### src/rtl/uart_rx_buffer.sv
// Receive-side byte buffer behind the UART receiver: FWFT FIFO with valid/ready read port,
// sticky overflow / framing-error flags and a saturating error-frame counter.
module uart_rx_buffer #(
   parameter int DEPTH = 16
) (
   input  logic                     clk,
   input  logic                     rst,
   input  logic [7:0]               rx_byte_in,
   input  logic                     rx_done_in,
   input  logic                     rx_error_in,
   output logic [7:0]               rd_data_out,
   output logic                     rd_valid_out,
   input  logic                     rd_ready_in,
   output logic [$clog2(DEPTH):0]   count_out,
   output logic                     overflow_out,
   output logic                     frame_err_out,
   output logic [7:0]               err_count_out,
   input  logic                     clear_flags_in,
   input  logic                     flush_in
);

   localparam int AW = $clog2(DEPTH);

   logic [7:0]  mem [DEPTH];
   logic [AW:0] wr_ptr;
   logic [AW:0] rd_ptr;
   logic        empty;
   logic        full;
   logic        pop;
   logic        push;
   logic        err_frame;
   logic        drop;

   assign empty = (wr_ptr == rd_ptr);
   assign full  = (wr_ptr[AW-1:0] == rd_ptr[AW-1:0]) && (wr_ptr[AW] != rd_ptr[AW]);

   // A pop frees a slot in the same cycle, so a full FIFO can still accept the incoming byte.
   assign pop       = !empty && rd_ready_in;
   assign push      = rx_done_in && !rx_error_in && (!full || pop);
   assign err_frame = rx_done_in && rx_error_in;
   assign drop      = rx_done_in && !rx_error_in && full && !pop;

   always_ff @(posedge clk) begin
      if (rst || flush_in) begin
         wr_ptr <= '0;
         rd_ptr <= '0;
      end else begin
         if (push) wr_ptr <= wr_ptr + 1'b1;
         if (pop)  rd_ptr <= rd_ptr + 1'b1;
      end
   end

   always_ff @(posedge clk) begin
      if (!rst && !flush_in && push) mem[wr_ptr[AW-1:0]] <= rx_byte_in;
   end

   // Set/increment events take priority over a same-cycle clear.
   always_ff @(posedge clk) begin
      if (rst) begin
         overflow_out  <= 1'b0;
         frame_err_out <= 1'b0;
         err_count_out <= 8'h00;
      end else begin
         if (drop)
            overflow_out <= 1'b1;
         else if (clear_flags_in)
            overflow_out <= 1'b0;

         if (err_frame)
            frame_err_out <= 1'b1;
         else if (clear_flags_in)
            frame_err_out <= 1'b0;

         if (clear_flags_in)
            err_count_out <= err_frame ? 8'h01 : 8'h00;
         else if (err_frame && (err_count_out != 8'hFF))
            err_count_out <= err_count_out + 8'h01;
      end
   end

   assign rd_valid_out = !empty;
   assign rd_data_out  = empty ? 8'h00 : mem[rd_ptr[AW-1:0]];
   assign count_out    = wr_ptr - rd_ptr;

endmodule

### config.mk
export PLATFORM = sky130hd
export DESIGN_NAME = uart_rx_buffer
export DESIGN_NICKNAME = d
export VERILOG_FILES = /design/src/rtl/uart_rx_buffer.sv
export SDC_FILE = /design/constraint.sdc
export NUM_CORES = 1
export LEC_CHECK = 0
export ABC_AREA = 0
export CAP_MARGIN = 25
export CORE_MARGIN = 5
export CORE_UTILIZATION = 59
export DETAILED_ROUTE_END_ITERATION = 10
export GPL_TIMING_DRIVEN = 0
export PLACE_DENSITY_LB_ADDON = 0.2
export SKIP_LAST_GASP = 1
export SLEW_MARGIN = 20
export SYNTH_ARGS = -nofsm -noshare
export SYNTH_HDL_FRONTEND = slang
export SYNTH_SLANG_ARGS = --single-unit
### constraint.sdc
create_clock -name clk -period 3.1 [get_ports clk]
set_clock_uncertainty 0.2 [all_clocks]
set_input_delay 0.465 -clock clk [delete_from_list [all_inputs] [get_ports clk]]
set_output_delay 0.465 -clock clk [all_outputs]
set_load 0.1 [all_outputs]
* Word-level counts from Yosys, hierarchy flattened
Memory sizes are Yosys's and may differ from the RTL's. A register that Yosys moved wholly into a read port is not among the register bits. Index checks and enable logic that the tools add are counted.
Storage, ports and cells: bits in registers 20, memory bits (writable) 128, input bits 15, logic and storage cells 46, memories 1
Memories:
- mem | words 16, bits a word 8, read ports 1, clocked after memory_dff 1, write ports 1, RTL line 24 | logic [7:0] mem [DEPTH];
Cells by class: add/sub/neg operators 4, equal/unequal tests 4, multiplexer cells 11, reductions and logical operators 21
Operators by type and width (number):
- $mux W8 | 3
- $add A5 B1 Y5 const B | 2
- $logic_and A1 B1 Y1 | 10
- $add A8 B1 Y8 const B | 1
- $mux W4 | 2
- $ne A8 B8 Y1 const B | 1
- $logic_not A1 Y1 | 6
- $mux W1 | 6
- $reduce_bool A2 Y1 | 3
- $eq A5 B5 Y1 | 1
- $sub A5 B5 Y5 | 1
- $eq A4 B4 Y1 | 1
- $logic_or A1 B1 Y1 | 2
- $ne A1 B1 Y1 | 1

* Longest topological paths before layout
Gate-level depths: netlist of the first run.
word-level depth 8, depth in mapped cells 7

* Worst setup path before layout of the first run
Ideal clock, no wire load.
kind register -> output, start point register wr_ptr[0], end point output port rd_data_out[0], data arrival time 3.441 ns, data required time 2.435 ns, path slack -1.006 ns, cell stages (with the launch flop) 7, cells stage by stage dfxtp_1 inv_1 ha_1 and4_1 nand2_1 o21ai_0 a21oi_1
Between the ends: word-level cells in the longest chain between the ends 2
RTL lines:
- start: declaration | RTL line 25 | logic [AW:0] wr_ptr;
- start signal: assignment | RTL line 48 | if (push) wr_ptr <= wr_ptr + 1'b1;
- $eq A5 B5 Y1 | RTL line 34 | assign empty = (wr_ptr == rd_ptr);
- $mux W8 | RTL line 82 | assign rd_data_out = empty ? 8'h00 : mem[rd_ptr[AW-1:0]];
- end: declaration | RTL line 11 | output logic [7:0] rd_data_out,
No other way between the ends.

==> impl_metrics.xml, run 1 <==
<?xml version="1.0" encoding="UTF-8"?>
<metrics>
  <group name="place">
    <metric name="place.detailed.hpwl" unit="µm">8120</metric>
    <metric name="place_inst" unit="">539</metric>
    <metric name="numPortBuffers" unit="">38</metric>
    <metric name="detailed_place.area" unit="mm²">0.00696</metric>
    <metric name="globalplace.congestion" unit="">0.823</metric>
  </group>
  <group name="hold_path">
    <metric name="hold_class" unit="">reg2reg</metric>
    <metric name="whs_path_depth" unit="">2</metric>
  </group>
  <group name="floorplan">
    <metric name="die_height" unit="µm">113</metric>
    <metric name="die-width" unit="µm">113</metric>
    <metric name="core-area" unit="mm²">0.0104</metric>
    <metric name="row_count" unit="">37</metric>
    <metric name="io_pins" unit="">39</metric>
    <metric name="initial_utilization" unit="%">60.7</metric>
    <metric name="dieArea" unit="mm²">0.0128</metric>
  </group>
  <group name="critical_path">
    <metric name="cp_cell_sequence" unit="">buf_8, buf_12, mux4_1, mux2_2, o21ai_2, a21oi_4, buf_12</metric>
    <metric name="path_max_fanout" unit="">6</metric>
    <metric name="slowest_stage" unit="">mux4_1</metric>
    <metric name="endpoint_kind" unit="">output port</metric>
    <metric name="crit_cells" unit="">7</metric>
    <metric name="path_buf_inv" unit="">3</metric>
    <metric name="critPathArrivalTime" unit="ns">2.43</metric>
    <metric name="crit_type" unit="">reg2out</metric>
    <metric name="timing.critical_path.required" unit="ns">2.43</metric>
    <metric name="worst_path_largest_cell_delay" unit="ns">0.57</metric>
    <metric name="worst_path_dominant_cell_family" unit="">multiplexers</metric>
    <metric name="reg2reg_depth" unit="">7</metric>
    <metric name="cpMostUsedCell" unit="">buf_12</metric>
    <metric name="cp_startpoint_kind" unit="">flip-flop</metric>
  </group>
  <group name="routing">
    <metric name="drt-vias-per-instance" unit="">6.05</metric>
    <metric name="wirelength" unit="µm">13000</metric>
    <metric name="firstDrtPassIters" unit="">5</metric>
    <metric name="wl_per_cell" unit="µm">22.6</metric>
    <metric name="route.antenna.remaining_nets" unit="">0</metric>
    <metric name="drc" unit="">0</metric>
    <metric name="routed-via-count" unit="">3465</metric>
    <metric name="drt_iter0_markers" unit="">235</metric>
  </group>
  <group name="finish">
    <metric name="filler_cell_count" unit="">632</metric>
    <metric name="finalNetCount" unit="">450</metric>
    <metric name="antenna-diode-count" unit="">0</metric>
    <metric name="final_cells" unit="">573</metric>
    <metric name="seq_area" unit="mm²">0.00433</metric>
    <metric name="post_route_cell_area" unit="mm²">0.00778</metric>
    <metric name="drive_gt1_share" unit="%">28.4</metric>
    <metric name="layout-area-overhead-vs-synth" unit="%">23.7</metric>
    <metric name="multi_input_comb_area" unit="mm²">0.00201</metric>
  </group>
  <group name="synth">
    <metric name="yosysTopAreaCell" unit="">edfxtp_1</metric>
    <metric name="synthesis.nets" unit="">391</metric>
    <metric name="synth-edff-count" unit="">128</metric>
    <metric name="synthTopCellsByArea" unit="">edfxtp_1 61%, dfxtp_1 7.6%, mux4_2 6.8%</metric>
    <metric name="yosys_warnings" unit="">0</metric>
    <metric name="synth_top_flop_cell" unit="">edfxtp_1</metric>
    <metric name="synth.top_cells.by_count" unit="">128 x edfxtp_1, 31 x nor2_1, 24 x dfxtp_1, 19 x a21oi_1, 19 x mux4_2</metric>
    <metric name="post_synth_num_cell_types" unit="">43</metric>
    <metric name="most_frequent_cell_after_synthesis" unit="">edfxtp_1</metric>
    <metric name="syn-mean-instance-area" unit="µm²">17.2</metric>
    <metric name="syn_inst" unit="">365</metric>
    <metric name="postSynthRegisterBits" unit="">152</metric>
    <metric name="synth-async-reset-ratio" unit="%">0</metric>
    <metric name="synth_seq_area_share" unit="%">68.7</metric>
    <metric name="synth_top_area_share" unit="%">61.1</metric>
    <metric name="synth.cell_area" unit="mm²">0.00629</metric>
  </group>
  <group name="global_routing">
    <metric name="global_routing_met2_resource_utilization" unit="%">35.2</metric>
    <metric name="gr-total-overflow" unit="">0</metric>
    <metric name="grt.met1_usage" unit="%">27.5</metric>
    <metric name="number_of_global_route_vias_before_repair" unit="">3523</metric>
    <metric name="grt_first_pass_wirelength" unit="µm">19700</metric>
    <metric name="grt_most_used_layer" unit="">met2</metric>
    <metric name="use_met3" unit="%">5.03</metric>
    <metric name="grt_usage" unit="%">21.2</metric>
    <metric name="grt_start_max_net_pins" unit="">17</metric>
    <metric name="antenna_found_initial" unit="">0</metric>
  </group>
  <group name="clock_tree">
    <metric name="worst_skew_pair.late_latency" unit="ns">0.52</metric>
    <metric name="cts_tree" unit="">built</metric>
    <metric name="clockRootBuffer" unit="">clkbuf_8</metric>
    <metric name="cts_max_level" unit="">4</metric>
    <metric name="clockBufferDepth" unit="">2</metric>
    <metric name="cts.clk_slew.worst_paths" unit="ns">0.06</metric>
    <metric name="cts_buffers" unit="">17</metric>
    <metric name="cts_hold_buf" unit="">0</metric>
    <metric name="cts.sinks" unit="">152</metric>
  </group>
  <group name="timing">
    <metric name="timing_max_transition_violations_final" unit="">0</metric>
    <metric name="layout_worst_path_cycle_share" unit="%">99.8</metric>
    <metric name="fin_worst_hold_slack" unit="ns">0.281</metric>
    <metric name="setup_viol" unit="">0</metric>
    <metric name="rsz0062_at_grt" unit="">yes</metric>
    <metric name="final_period_minus_worst_setup_slack" unit="ns">3.09</metric>
    <metric name="worst_slew_margin_rel" unit="%">30.7</metric>
    <metric name="worst_pin_slew" unit="ns">1.04</metric>
    <metric name="finalHoldViolCount" unit="">0</metric>
    <metric name="timing.fmax" unit="MHz">323</metric>
  </group>
  <group name="outcome">
    <metric name="run_status" unit="">finished clean</metric>
  </group>
  <group name="pwr">
    <metric name="power_per_cell_area" unit="mW/mm²">568</metric>
    <metric name="p_leak" unit="nW">2.53</metric>
    <metric name="ir_worst_vdd" unit="V">0.000422</metric>
  </group>
  <group name="run">
    <metric name="maxCapViolations" unit="">0</metric>
  </group>
</metrics>
==> final timing paths <==
kind	startpoint	to	slack (ns)
worst max register to register	wr_ptr[0]	mem[2][3]	0.18
worst min-delay path	frame_err_out	frame_err_out	0.28
worst max-delay path	flip-flop	rd_data_out[2]	0.007
worst min register to register	frame_err_out	frame_err_out	0.28
==> registers in the layout (all words and copies together) (netlist names), named ones only <==
signal / flops
mem: 128
wr_ptr: 5
err_count_out: 8
frame_err_out: 1
overflow_out: 1
rd_ptr: 5
==> cell usage in the layout, fill, tap and decap left out, drive strengths merged, types with 10 or more instances in the layout <==
cell type      count
clkbuf            33
ha                10
dfxtp             24
edfxtp           128
buf               21
xnor2             11
o21ai             12
clkdlybuf4s50     24
inv               10
mux4              32
nand2             10
nor2              31
a21oi             19
==> kinds of logic (layout without fill, tap and decap cells) <==
kind of cell | after synthesis | in the layout | synth area share (%)
flops | 152 | 152 | 68.7
simple gates | 71 | 71 | 5.37
mux | 49 | 49 | 15.1
compound gates | 43 | 43 | 4.08
buf+inv | 24 | 96 | 2.19
xor+xnor | 15 | 15 | 2.21
fa+ha+maj | 11 | 11 | 2.31
==> repair_timing <==
item | in CTS | in global routing
setup endpoints to repair | 14 | 28
pin swaps | 0 | 3
cloned | 0 | 1
gates resized for setup | 81 | 60
buffers inserted | 0 | 2
==> worst min-delay path: stages, from the launching register on <==
cell and delay (ns):
dfxtp_1 0.31, nand2b_1 0.06, a21oi_1 0.06
==> power breakdown <==
group / internal [mW] / total [mW] / switching, mW / leakage [nW]
clock: 1.28 / 2.02 / 0.743 / 0.306
combinational: 0.0586 / 0.182 / 0.124 / 0.879
sequential: 2.22 / 2.22 / 0.00328 / 1.35
total: 3.55 / 4.42 / 0.870 / 2.53
==> metal layers <==
| metal | up-vias | part of all wire [%] |
|---|---|---|
| li1 | 1557 | - |
| met1 | 1766 | 43 |
| met2 | 128 | 51 |
| met3 | 14 | 5.0 |
| met4 | 0 | 1.1 |
| met5 | - | 0 |
==> metrics by stage <==
stage | worst slack (ns) | total power [mW] | util (%) | setup TNS [ns]
floorplan | 0.141 | 2.36 | - | 0
global placement | -0.423 | 2.43 | 67.1 | -3.52
detailed placement | -0.505 | 2.43 | 67.1 | -4.24
CTS | -0.196 | 4.43 | 73.0 | -0.847
global route | -0.0686 | 4.57 | 75.0 | -0.147
finish | 0.00676 | 4.42 | 75.0 | 0
==> final cells by class <==
cell class | count | share of cell area (%)
Buffer | 13 | 1.70
Clock buffer | 27 | 7.54
Clock inverter | 5 | 0.289
Inverter | 10 | 0.482
Multi-Input combinational cell | 189 | 25.8
Sequential cell | 152 | 55.6
Tap cell | 136 | 2.19
Timing Repair Buffer | 41 | 6.35
No activity file was read; power rests on OpenSTA's default activity.
==> inputs of run 2 (changes only) <==
SLEW_MARGIN = 30   (was 20)
==> run 2 against run 1 <==
Clock power about the same; via count decreased by 0.89%; critical path depth unchanged; design area about the same; largest cell class unchanged; routed wire length increased by 0.25%; largest power group unchanged; sequential share of layout area about the same; register-to-register slack improved by 0.07 ns.
==> impl_metrics.xml, run 2 (synthesis results as in run 1) <==
<?xml version="1.0" encoding="UTF-8"?>
<metrics>
  <group name="place">
    <metric name="place.detailed.hpwl" unit="µm">8120</metric>
    <metric name="numPortBuffers" unit="">38</metric>
    <metric name="globalplace.congestion" unit="">0.823</metric>
    <metric name="pre_cts_slack" unit="ns">-0.505</metric>
  </group>
  <group name="critical_path">
    <metric name="ff2ff_setup_slack" unit="ns">0.25</metric>
    <metric name="timing.critical_path.required" unit="ns">2.43</metric>
    <metric name="critPathArrivalTime" unit="ns">2.43</metric>
    <metric name="cp_startpoint_kind" unit="">flip-flop</metric>
    <metric name="path_max_fanout" unit="">6</metric>
    <metric name="endpoint_kind" unit="">output port</metric>
    <metric name="crit_type" unit="">reg2out</metric>
  </group>
  <group name="pwr">
    <metric name="power_per_cell_area" unit="mW/mm²">569</metric>
    <metric name="p_leak" unit="nW">2.53</metric>
    <metric name="ir_worst_vdd" unit="V">0.000427</metric>
  </group>
  <group name="clock_tree">
    <metric name="cts_max_level" unit="">4</metric>
    <metric name="cts_buffers" unit="">17</metric>
    <metric name="clockBufferDepth" unit="">2</metric>
    <metric name="cts_hold_buf" unit="">0</metric>
    <metric name="cts.clk_slew.worst_paths" unit="ns">0.06</metric>
    <metric name="worst_skew_pair.late_latency" unit="ns">0.52</metric>
    <metric name="cts_tree" unit="">built</metric>
    <metric name="clockRootBuffer" unit="">clkbuf_8</metric>
    <metric name="cts.sinks" unit="">152</metric>
  </group>
  <group name="finish">
    <metric name="drive_gt1_share" unit="%">28.6</metric>
    <metric name="finalNetCount" unit="">450</metric>
    <metric name="mostFrequentLayoutCell" unit="">edfxtp_1</metric>
    <metric name="antenna-diode-count" unit="">0</metric>
    <metric name="most-common-layout-cells" unit="">128 x edfxtp_1, 30 x nor2_1, 24 x mux4_2, 24 x clkdlybuf4s50_1</metric>
    <metric name="largest_register_ffs" unit="">128</metric>
    <metric name="layout-area-overhead-vs-synth" unit="%">23.8</metric>
  </group>
  <group name="global_routing">
    <metric name="grt_start_max_net_pins" unit="">17</metric>
    <metric name="antenna_found_initial" unit="">0</metric>
    <metric name="grt_first_pass_wirelength" unit="µm">19700</metric>
    <metric name="grt_usage" unit="%">21.2</metric>
    <metric name="number_of_global_route_vias_before_repair" unit="">3523</metric>
    <metric name="gr-total-overflow" unit="">0</metric>
  </group>
  <group name="timing">
    <metric name="final_period_minus_worst_setup_slack" unit="ns">3.09</metric>
    <metric name="final.setup.worst_slack" unit="ns">0.00660</metric>
    <metric name="worst_pin_slew" unit="ns">0.977</metric>
    <metric name="rsz0062_at_grt" unit="">yes</metric>
    <metric name="worst_slew_margin_rel" unit="%">34.7</metric>
    <metric name="layout_worst_path_cycle_share" unit="%">99.8</metric>
    <metric name="finalHoldViolCount" unit="">0</metric>
    <metric name="timing_max_transition_violations_final" unit="">0</metric>
    <metric name="timing.fmax" unit="MHz">323</metric>
    <metric name="setup_viol" unit="">0</metric>
    <metric name="tns" unit="ns">0</metric>
  </group>
  <group name="floorplan">
    <metric name="io_pins" unit="">39</metric>
    <metric name="initial_utilization" unit="%">60.7</metric>
    <metric name="dieArea" unit="mm²">0.0128</metric>
    <metric name="die-width" unit="µm">113</metric>
    <metric name="core-area" unit="mm²">0.0104</metric>
    <metric name="row_count" unit="">37</metric>
    <metric name="die_height" unit="µm">113</metric>
  </group>
  <group name="routing">
    <metric name="drc" unit="">0</metric>
    <metric name="routed-via-count" unit="">3434</metric>
    <metric name="firstDrtPassIters" unit="">5</metric>
    <metric name="wirelength" unit="µm">13000</metric>
    <metric name="route.antenna.remaining_nets" unit="">0</metric>
    <metric name="drt-vias-per-instance" unit="">5.99</metric>
    <metric name="drt_iter0_markers" unit="">254</metric>
    <metric name="wl_per_cell" unit="µm">22.7</metric>
  </group>
  <group name="run">
    <metric name="maxCapViolations" unit="">0</metric>
  </group>
  <group name="hold_path">
    <metric name="hold_class" unit="">reg2reg</metric>
  </group>
  <group name="outcome">
    <metric name="run_status" unit="">finished clean</metric>
  </group>
</metrics>
## run 2: critical path: stages (launching register included)
cell,delay [ns]
dfxtp_2,0.33
buf_8,0.13
buf_12,0.13
mux4_1,0.57
mux2_2,0.31
o21ai_2,0.17
a21oi_4,0.07
buf_12,0.19
## run 2: final timing paths
check / from / depth (start not counted) / end
worst min register to register: frame_err_out / 2 / frame_err_out
worst min-delay path: frame_err_out / 2 / frame_err_out
worst max-delay path: flip-flop / 7 / rd_data_out[2]
worst max register to register: rd_ptr[2] / 7 / mem[0][3]
## run 2: routing by layer
| layer | vias to the layer above | part of all wire [%] | track usage (%) |
|---|---|---|---|
| li1 | 1556 | - | - |
| met1 | 1734 | 42 | 27.5 |
| met2 | 131 | 52 | 35.2 |
| met3 | 13 | 5.6 | 5.03 |
| met4 | 0 | 1.2 | 7.53 |
| met5 | - | 0 | 0 |
## run 2: layout make-up
type | instances | area (µm²)
Fill cell | 631 | 2580
Buffer | 13 | 133
Multi-Input combinational cell | 189 | 2010
Inverter | 10 | 37.5
Clock inverter | 5 | 22.5
Tap cell | 136 | 170
Timing Repair Buffer | 41 | 494
Clock buffer | 27 | 587
Sequential cell | 152 | 4330
## run 2: per-stage QoR
step	power (mW)	hold WS, ns	utilization [%]	instances	instance area [µm²]
finish	4.43	0.280	75.1	573	7780
detailed placement	2.43	0.264	67.1	539	6960
CTS	4.43	0.277	73.0	570	7570
global route	4.57	0.335	75.1	573	7780
global placement	2.43	0.264	67.1	539	6960
floorplan	2.36	0.286	-	365	6400
## run 2: report_power, final
group	switching, mW	internal, mW
logic	0.123	0.0586
registers	0.00326	2.22
clock network	0.750	1.28
total	0.876	3.55
## run 2: timing repair
item	CTS	global route
buffers inserted	0	2
resized for setup	81	60
endpoints found under the setup margin	14	24
pin swaps	0	3
cloned	0	1
